--- src/rtl/virtual_tm1638_panel_renderer.sv ---
`timescale 1ns/1ps
// virtual_tm1638_panel_renderer
//
// Draws a virtual TM1638 front panel into a VGA/HDMI pixel stream: w_digit
// seven-segment digits with decimal point, 8 LEDs and w_keys keys. Segment
// writes are captured continuously and snapshotted once per frame, so a
// frame never tears. Also provides per-digit blink, key-press hold and
// dim "ghost" cells for unlit positions.
//
// Ports:
//   clk, rst           clock; asynchronous active-low reset
//   hgfedcba, digit    multiplexed segment pattern and digit strobe
//   ledr, keys, blink  LED states, raw keys, per-digit blink enables
//   ghost_en           draw unlit segment/LED/key cells at level 1
//   x, y, display_on   pixel position and visible-area flag
//   frame_start        one-cycle pulse ahead of the first pixel of a frame
//   red, green, blue   pixel colour, two clocks after x/y/display_on
//   rgb_valid          display_on aligned with the colour outputs
module virtual_tm1638_panel_renderer #(
  parameter int w_digit         = 8,
  parameter int w_keys          = 8,
  parameter int screen_width    = 640,
  parameter int screen_height   = 480,
  parameter int w_x             = $clog2(screen_width),
  parameter int w_y             = $clog2(screen_height),
  parameter int w_color         = 4,
  parameter int blink_frames    = 30,
  parameter int key_hold_frames = 8
) (
  input  logic               clk,
  input  logic               rst,
  input  logic [7:0]         hgfedcba,
  input  logic [w_digit-1:0] digit,
  input  logic [7:0]         ledr,
  input  logic [w_keys-1:0]  keys,
  input  logic [w_digit-1:0] blink,
  input  logic               ghost_en,
  input  logic [w_x-1:0]     x,
  input  logic [w_y-1:0]     y,
  input  logic               display_on,
  input  logic               frame_start,
  output logic [w_color-1:0] red,
  output logic [w_color-1:0] green,
  output logic [w_color-1:0] blue,
  output logic               rgb_valid
);

  localparam int cellsx = 8 * w_digit + 3;
  localparam int cellsy = 16;
  localparam int s      = $clog2(screen_width / cellsx) - 1;
  localparam int offx   = (screen_width - (cellsx << s)) / 2;
  localparam int offy   = (screen_height - (cellsy << s)) / 2;
  localparam int grid_w = 4 * w_digit + 1;
  localparam int grid_h = 8;
  localparam int dxw    = $clog2(grid_w);
  localparam int kw     = $clog2(key_hold_frames + 1);
  localparam int bw     = $clog2(blink_frames + 1);

  // Level for one cell, replicated onto the enabled channels {r,g,b}.
  function automatic logic [3*w_color-1:0] shade(input logic       pos_c,
                                                 input logic       lit_c,
                                                 input logic [2:0] chan_c,
                                                 input logic       ghost_c);
    logic [w_color-1:0] lvl;
    if (lit_c)                lvl = '1;
    else if (pos_c && ghost_c) lvl = w_color'(1);
    else                      lvl = '0;
    return {lvl & {w_color{chan_c[2]}},
            lvl & {w_color{chan_c[1]}},
            lvl & {w_color{chan_c[0]}}};
  endfunction

  // Panel state: live capture, per-frame snapshot, key hold, blink phase
  logic [7:0]         seg_live  [w_digit];
  logic [7:0]         seg_frame [w_digit];
  logic [7:0]         led_frame;
  logic [w_digit-1:0] blink_frame;
  logic [kw-1:0]      key_cnt   [w_keys];
  logic [bw-1:0]      blink_cnt;
  logic               phase;

  always_ff @(posedge clk or negedge rst) begin
    if (!rst) begin
      for (int i = 0; i < w_digit; i++) seg_live[i] <= '0;
    end else begin
      for (int i = 0; i < w_digit; i++)
        if (digit[i]) seg_live[i] <= hgfedcba;
    end
  end

  // The snapshot reads seg_live before this edge's capture, so a write
  // coinciding with frame_start only shows up in the following frame.
  always_ff @(posedge clk or negedge rst) begin
    if (!rst) begin
      for (int i = 0; i < w_digit; i++) seg_frame[i] <= '0;
      for (int k = 0; k < w_keys; k++)  key_cnt[k]   <= '0;
      led_frame   <= '0;
      blink_frame <= '0;
      blink_cnt   <= '0;
      phase       <= 1'b1;
    end else if (frame_start) begin
      for (int i = 0; i < w_digit; i++) seg_frame[i] <= seg_live[i];
      led_frame   <= ledr;
      blink_frame <= blink;
      for (int k = 0; k < w_keys; k++) begin
        if (keys[k])                key_cnt[k] <= kw'(key_hold_frames);
        else if (key_cnt[k] != '0) key_cnt[k] <= key_cnt[k] - 1'b1;
      end
      if (blink_cnt == bw'(blink_frames - 1)) begin
        blink_cnt <= '0;
        phase     <= ~phase;
      end else begin
        blink_cnt <= blink_cnt + 1'b1;
      end
    end
  end

  // Pixel to grid cell. Pixels left of / above the panel wrap to large
  // values and fall outside the grid. The dx/dy folding gives the narrow
  // gap columns/rows between the square cells.
  logic [w_x-1:0] xrel;
  logic [w_y-1:0] yrel;
  logic [w_x:0]   cx, dx_full;
  logic [w_y:0]   cy, dy_full;
  logic           in_grid;

  always_comb begin
    xrel    = x - w_x'(offx);
    yrel    = y - w_y'(offy);
    cx      = {1'b0, xrel >> s};
    cy      = {1'b0, yrel >> s};
    dx_full = (cx >> 2) + ((cx + 1'b1) >> 2);
    dy_full = (cy >> 2) + ((cy + 1'b1) >> 2);
    in_grid = (dx_full < (w_x+1)'(grid_w)) && (dy_full < (w_y+1)'(grid_h));
  end

  // ---- stage 1: grid coordinates and visibility ----
  logic [dxw-1:0] dx_p1;
  logic [2:0]     dy_p1;
  logic           in_p1, on_p1;

  always_ff @(posedge clk or negedge rst) begin
    if (!rst) begin
      dx_p1 <= '0;
      dy_p1 <= '0;
      in_p1 <= 1'b0;
      on_p1 <= 1'b0;
    end else begin
      dx_p1 <= dxw'(dx_full);
      dy_p1 <= dy_full[2:0];
      in_p1 <= in_grid;
      on_p1 <= display_on;
    end
  end

  // Cell decode: which digit column group the cell belongs to, the local
  // column (lc 0..3 = columns c0+1..c0+4) and the role of the cell.
  logic [dxw-1:0] col_m1, grp;
  logic [1:0]     lc;
  logic [7:0]     segs;
  logic           matched, has_led, has_key, led_b, key_b;
  logic           pos, lit;
  logic [2:0]     chan;

  always_comb begin
    col_m1  = dx_p1 - 1'b1;
    grp     = col_m1 >> 2;
    lc      = col_m1[1:0];
    segs    = '0;
    matched = 1'b0;
    has_led = 1'b0;
    has_key = 1'b0;
    led_b   = 1'b0;
    key_b   = 1'b0;
    pos     = 1'b0;
    lit     = 1'b0;
    chan    = 3'b111;
    for (int i = 0; i < w_digit; i++) begin
      if (dx_p1 != '0 && grp == dxw'(w_digit - 1 - i)) begin
        matched = 1'b1;
        // Blink blanks segments and dp only; LEDs and keys are unaffected.
        segs    = seg_frame[i] & {8{phase | ~blink_frame[i]}};
        has_led = (i < 8);
        led_b   = led_frame[i % 8];
        has_key = (i < w_keys);
        key_b   = (key_cnt[i % w_keys] != '0);
      end
    end
    case (dy_p1)
      3'd0: begin
        chan = 3'b110;
        if (has_led && lc != 2'd3) begin pos = 1'b1; lit = led_b; end
      end
      3'd1: begin
        if (dx_p1 != '0 && dx_p1 < dxw'(4 * w_digit)) begin pos = 1'b1; lit = 1'b1; end
      end
      3'd2: begin
        chan = 3'b101;
        if (has_key && lc != 2'd3) begin pos = 1'b1; lit = key_b; end
      end
      3'd3: if (matched && lc == 2'd1) begin pos = 1'b1; lit = segs[0]; end
      3'd4: begin
        if (matched && lc == 2'd0) begin pos = 1'b1; lit = segs[5]; end
        if (matched && lc == 2'd2) begin pos = 1'b1; lit = segs[1]; end
      end
      3'd5: if (matched && lc == 2'd1) begin pos = 1'b1; lit = segs[6]; end
      3'd6: begin
        if (matched && lc == 2'd0) begin pos = 1'b1; lit = segs[4]; end
        if (matched && lc == 2'd2) begin pos = 1'b1; lit = segs[2]; end
      end
      3'd7: begin
        if (matched && lc == 2'd1) begin pos = 1'b1; lit = segs[3]; end
        if (matched && lc == 2'd3) begin pos = 1'b1; lit = segs[7]; end
      end
      default: ;
    endcase
  end

  // ---- stage 2: colour and rgb_valid ----
  always_ff @(posedge clk or negedge rst) begin
    if (!rst) begin
      red       <= '0;
      green     <= '0;
      blue      <= '0;
      rgb_valid <= 1'b0;
    end else begin
      rgb_valid <= on_p1;
      if (on_p1 && in_p1) {red, green, blue} <= shade(pos, lit, chan, ghost_en);
      else                {red, green, blue} <= '0;
    end
  end

endmodule

--- config.mk ---
export PLATFORM = sky130hd
export DESIGN_NAME = virtual_tm1638_panel_renderer
export DESIGN_NICKNAME = d
export VERILOG_FILES = /design/src/rtl/virtual_tm1638_panel_renderer.sv
export SDC_FILE = /design/constraint.sdc
export NUM_CORES = 1
export LEC_CHECK = 0
export ABC_AREA = 1
export BUFFER_PORTS_ARGS = -buffer_cell sky130_fd_sc_hd__buf_2
export CAP_MARGIN = 20
export CORE_MARGIN = 8
export CORE_UTILIZATION = 29
export DETAILED_ROUTE_END_ITERATION = 10
export PLACE_DENSITY = 0.43
export SLEW_MARGIN = 20
export SYNTH_ARGS = -nofsm -noshare
export SYNTH_HDL_FRONTEND = slang
export SYNTH_SLANG_ARGS = --single-unit
--- constraint.sdc ---
create_clock -name clk -period 5.35 [get_ports clk]
set_input_delay 1.07 -clock clk [delete_from_list [all_inputs] [get_ports clk]]
set_output_delay 1.07 -clock clk [all_outputs]
set_load 0.01 [all_outputs]
==> impl_metrics.yaml <==
cts:
  cts_sinks: 200
  htree_levels: 4
  path_clk_slew_ns: 0.07
  cts_made_buffers: 17
  cts_resized: 0
  cts_setup_buffers: 0
  cts_tree: "done"
  clk_latency_ns: 0.44
  hold_buffers: 0
  clockBufferDepth: 2
  cts_root_buf: "clkbuf_16"
timing:
  drv_slew: 0
  rsz0062_at_grt: "no"
  worst_pin_slew_ns: 0.990
  hold_viol: 0
  fin_crit_ns: 3.16
  skew_ns: 0.0137
  max_slew_margin_pct: 34.0
  finalSetupTns_ns: 0
  fmax_mhz: 317
  worst_slack_ns: 2.19
  min_period_over_period_pct: 59.0
  finalSetupViolCount: 0
detailed_routing:
  wl_um: 24700
  first_pass_iters: 4
  wl_per_cell_um: 14.7
  antenna_left: 0
  drc_errors: 0
  detail_route.iter0.violations: 333
  via_per_inst: 4.44
  vias: 7458
logic_synthesis:
  synth_nets: 1247
  yosysMostFrequentCell: "nand2_1"
  avgSynthCellArea_um2: 8.62
  yosysWarnings: 0
  synthTopCellsByArea: "dfrtp_1 50%, nand2_1 8.7%, o21ai_0 6.9%, inv_1 6.8%, mux2_2 5.1%"
  seq_area_frac_synth_pct: 50.3
  synth_edf_count: 0
  synth_top_cell_by_area: "dfrtp_1"
  synth_area_mm2: 0.00995
  synth_top_cell_area_share_pct: 50.1
  yosys.cell_types.count: 45
  synth_cells: 1154
  synthArstFlopShare_pct: 100
  ys_top_cells_by_count: "230 x nand2_1, 199 x dfrtp_1, 181 x inv_1"
  yosys_register_bits: 200
  yosys_most_used_dff: "dfrtp_1"
floorplanning:
  die_h_um: 201
  coreArea_mm2: 0.0341
  start_util_pct: 29.2
  ioPinCount: 77
  die_x_um: 201
  row_count: 68
  fp.dieArea_mm2: 0.0405
global_routing:
  gr-total-overflow: 0
  track_usage_pct: 12.6
  antenna_found_initial: 1
  grt_start_max_net_pins: 105
  grt_pass1_wl_um: 41000
  grt_pass1_vias: 7630
setup_path:
  slowest_delay_ns: 0.33
  critPathCaptureType: "flop"
  path_delay_family: "compound AO/OA/AOI/OAI gates"
  crit_chain: "buf_2 -> inv_1 -> ha_1 -> xor2_1 -> nor2_1 -> nand2_1 -> nor2_1 -> inv_1 -> ha_1 -> xnor2_1 -> o31ai_1 -> nand3b_1 -> o21ai_0 -> nor2_1 -> a21oi_1 -> a21oi_1"
  cp_num_buf_inv: 3
  crit_path_start_kind: "input pin"
  cp_common_cell: "nor2_1"
  path_class: "input pin to flop"
  worst_ep_arrival_time_ns: 3.47
  worstPathMaxFanout: 5
  worstPathRequired_ns: 5.66
  crit_slowest_cell: "o31ai_1"
placed_design:
  dp_hpwl_um: 17700
  place_congestion: 0.790
  pre_cts_ws_ns: 1.68
  dp_cells: 1647
  post_dp_cell_area_mm2: 0.0107
  port_buffers: 71
power:
  power_switching_w: 0.00159
  finalPower_w: 0.00439
  internal_power_w: 0.00280
  p_per_area_mw_per_mm2: 389
  peakVddDrop_v: 0.000178
  p_comb_share_pct: 28.2
  switching_share_pct: 36.3
  seqPwrFrac_pct: 43.9
  p_leak_nw: 5.61
  clkPwrFrac_pct: 27.9
final_layout:
  stdcell_count: 1679
  design_area_mm2: 0.0113
  syn_to_final_growth_pct: 13.5
  drive_gt1_share_pct: 14.6
  antennaDiodeCount: 0
  fin_nets: 1305
job:
  cap_violations: 0
hold_path:
  hold_path_class: "flop to flop"
run_status:
  status: "finished clean"
[final cells by class]
cell class              count  area (um^2)
clock buffers              18          429
clock inverters            13          113
fillers                  3575        22800
inverters                 187          703
multi-input cells         729         4050
flip-flops and latches    200         5010
well taps                 455          569
repair buffers             77          412
[per-stage QoR]
stage	utilization (%)	hold slack (ns)
6_report	33.1	0.396
4_1_cts	33.1	0.392
5_1_grt	33.1	0.417
2_1_floorplan	-	0.354
3_3_place_gp	31.5	0.382
3_5_place_dp	31.5	0.376
[worst paths after layout]
kind	depth (start not counted)	endpoint	slack, ns	from
max in group asynchronous	2	dx_p1[5]	3.58	rst
worst max register to register	18	green[0]	2.35	dx_p1[3]
min in group asynchronous	1	key_cnt[26]	0.70	rst
worst max-delay path	16	in_p1	2.19	x[2]
worst min register to register	0	rgb_valid	0.40	on_p1
worst min-delay path	0	rgb_valid	0.40	on_p1
[cells in the final DEF (no fill, tap or decap), types with 5 or more instances in the layout]
master	synthesis	final
a21oi_1	28	28
a22oi_1	5	5
buf_2	2	69
buf_4	6	7
clkbuf_16	0	17
dfrtp_1	199	199
ha_1	29	29
inv_1	181	180
inv_2	5	5
mux2_2	45	45
nand2_1	230	230
nand2_2	7	7
nand3_1	64	64
nand4_1	16	16
nor2_1	77	77
nor3_1	7	7
o21ai_0	138	138
o21ai_1	10	10
o22ai_1	13	13
o31ai_1	7	7
xnor2_1	7	7
xor2_1	19	19
[sequential cells by signal, indices dropped and copies added, names as in the netlist]
signal,flops
green,2
key_cnt,32
phase,1
dy_p1,3
on_p1,1
rgb_valid,1
blue,2
red,2
led_frame,8
blink_cnt,5
in_p1,1
blink_frame,8
dx_p1,6
seg_frame,64
seg_live,64
[kinds of logic (layout without fill, tap and decap cells)]
family	Yosys count	after routing	synth area share, %
AO/OA/AOI/OAI	211	211	11.4
flip-flops	200	200	50.3
AND/OR/NAND/NOR	417	417	18.3
XOR/XNOR	26	26	2.29
adder cells (fa/ha/maj)	29	29	3.65
multiplexers	46	46	5.20
buffers and inverters	225	295	8.91
[power groups by stage]
stage               logic [W]  registers [W]  clock network (W)
floorplan            0.000918        0.00190                  0
global placement      0.00125        0.00196                  0
detailed placement    0.00126        0.00196                  0
CTS                   0.00126        0.00193            0.00127
global route          0.00144        0.00196            0.00133
finish                0.00124        0.00193            0.00122
[routing by layer]
metal | vias to the layer above | global-route usage (%) | part of all wire, %
li1 | 3815 | - | -
met1 | 3539 | 17.0 | 50
met2 | 81 | 20.5 | 46
met3 | 21 | 2.36 | 3.3
met4 | 2 | 3.81 | 1.3
met5 | - | 0 | 0.053
No activity file was read; power rests on OpenSTA's default activity.
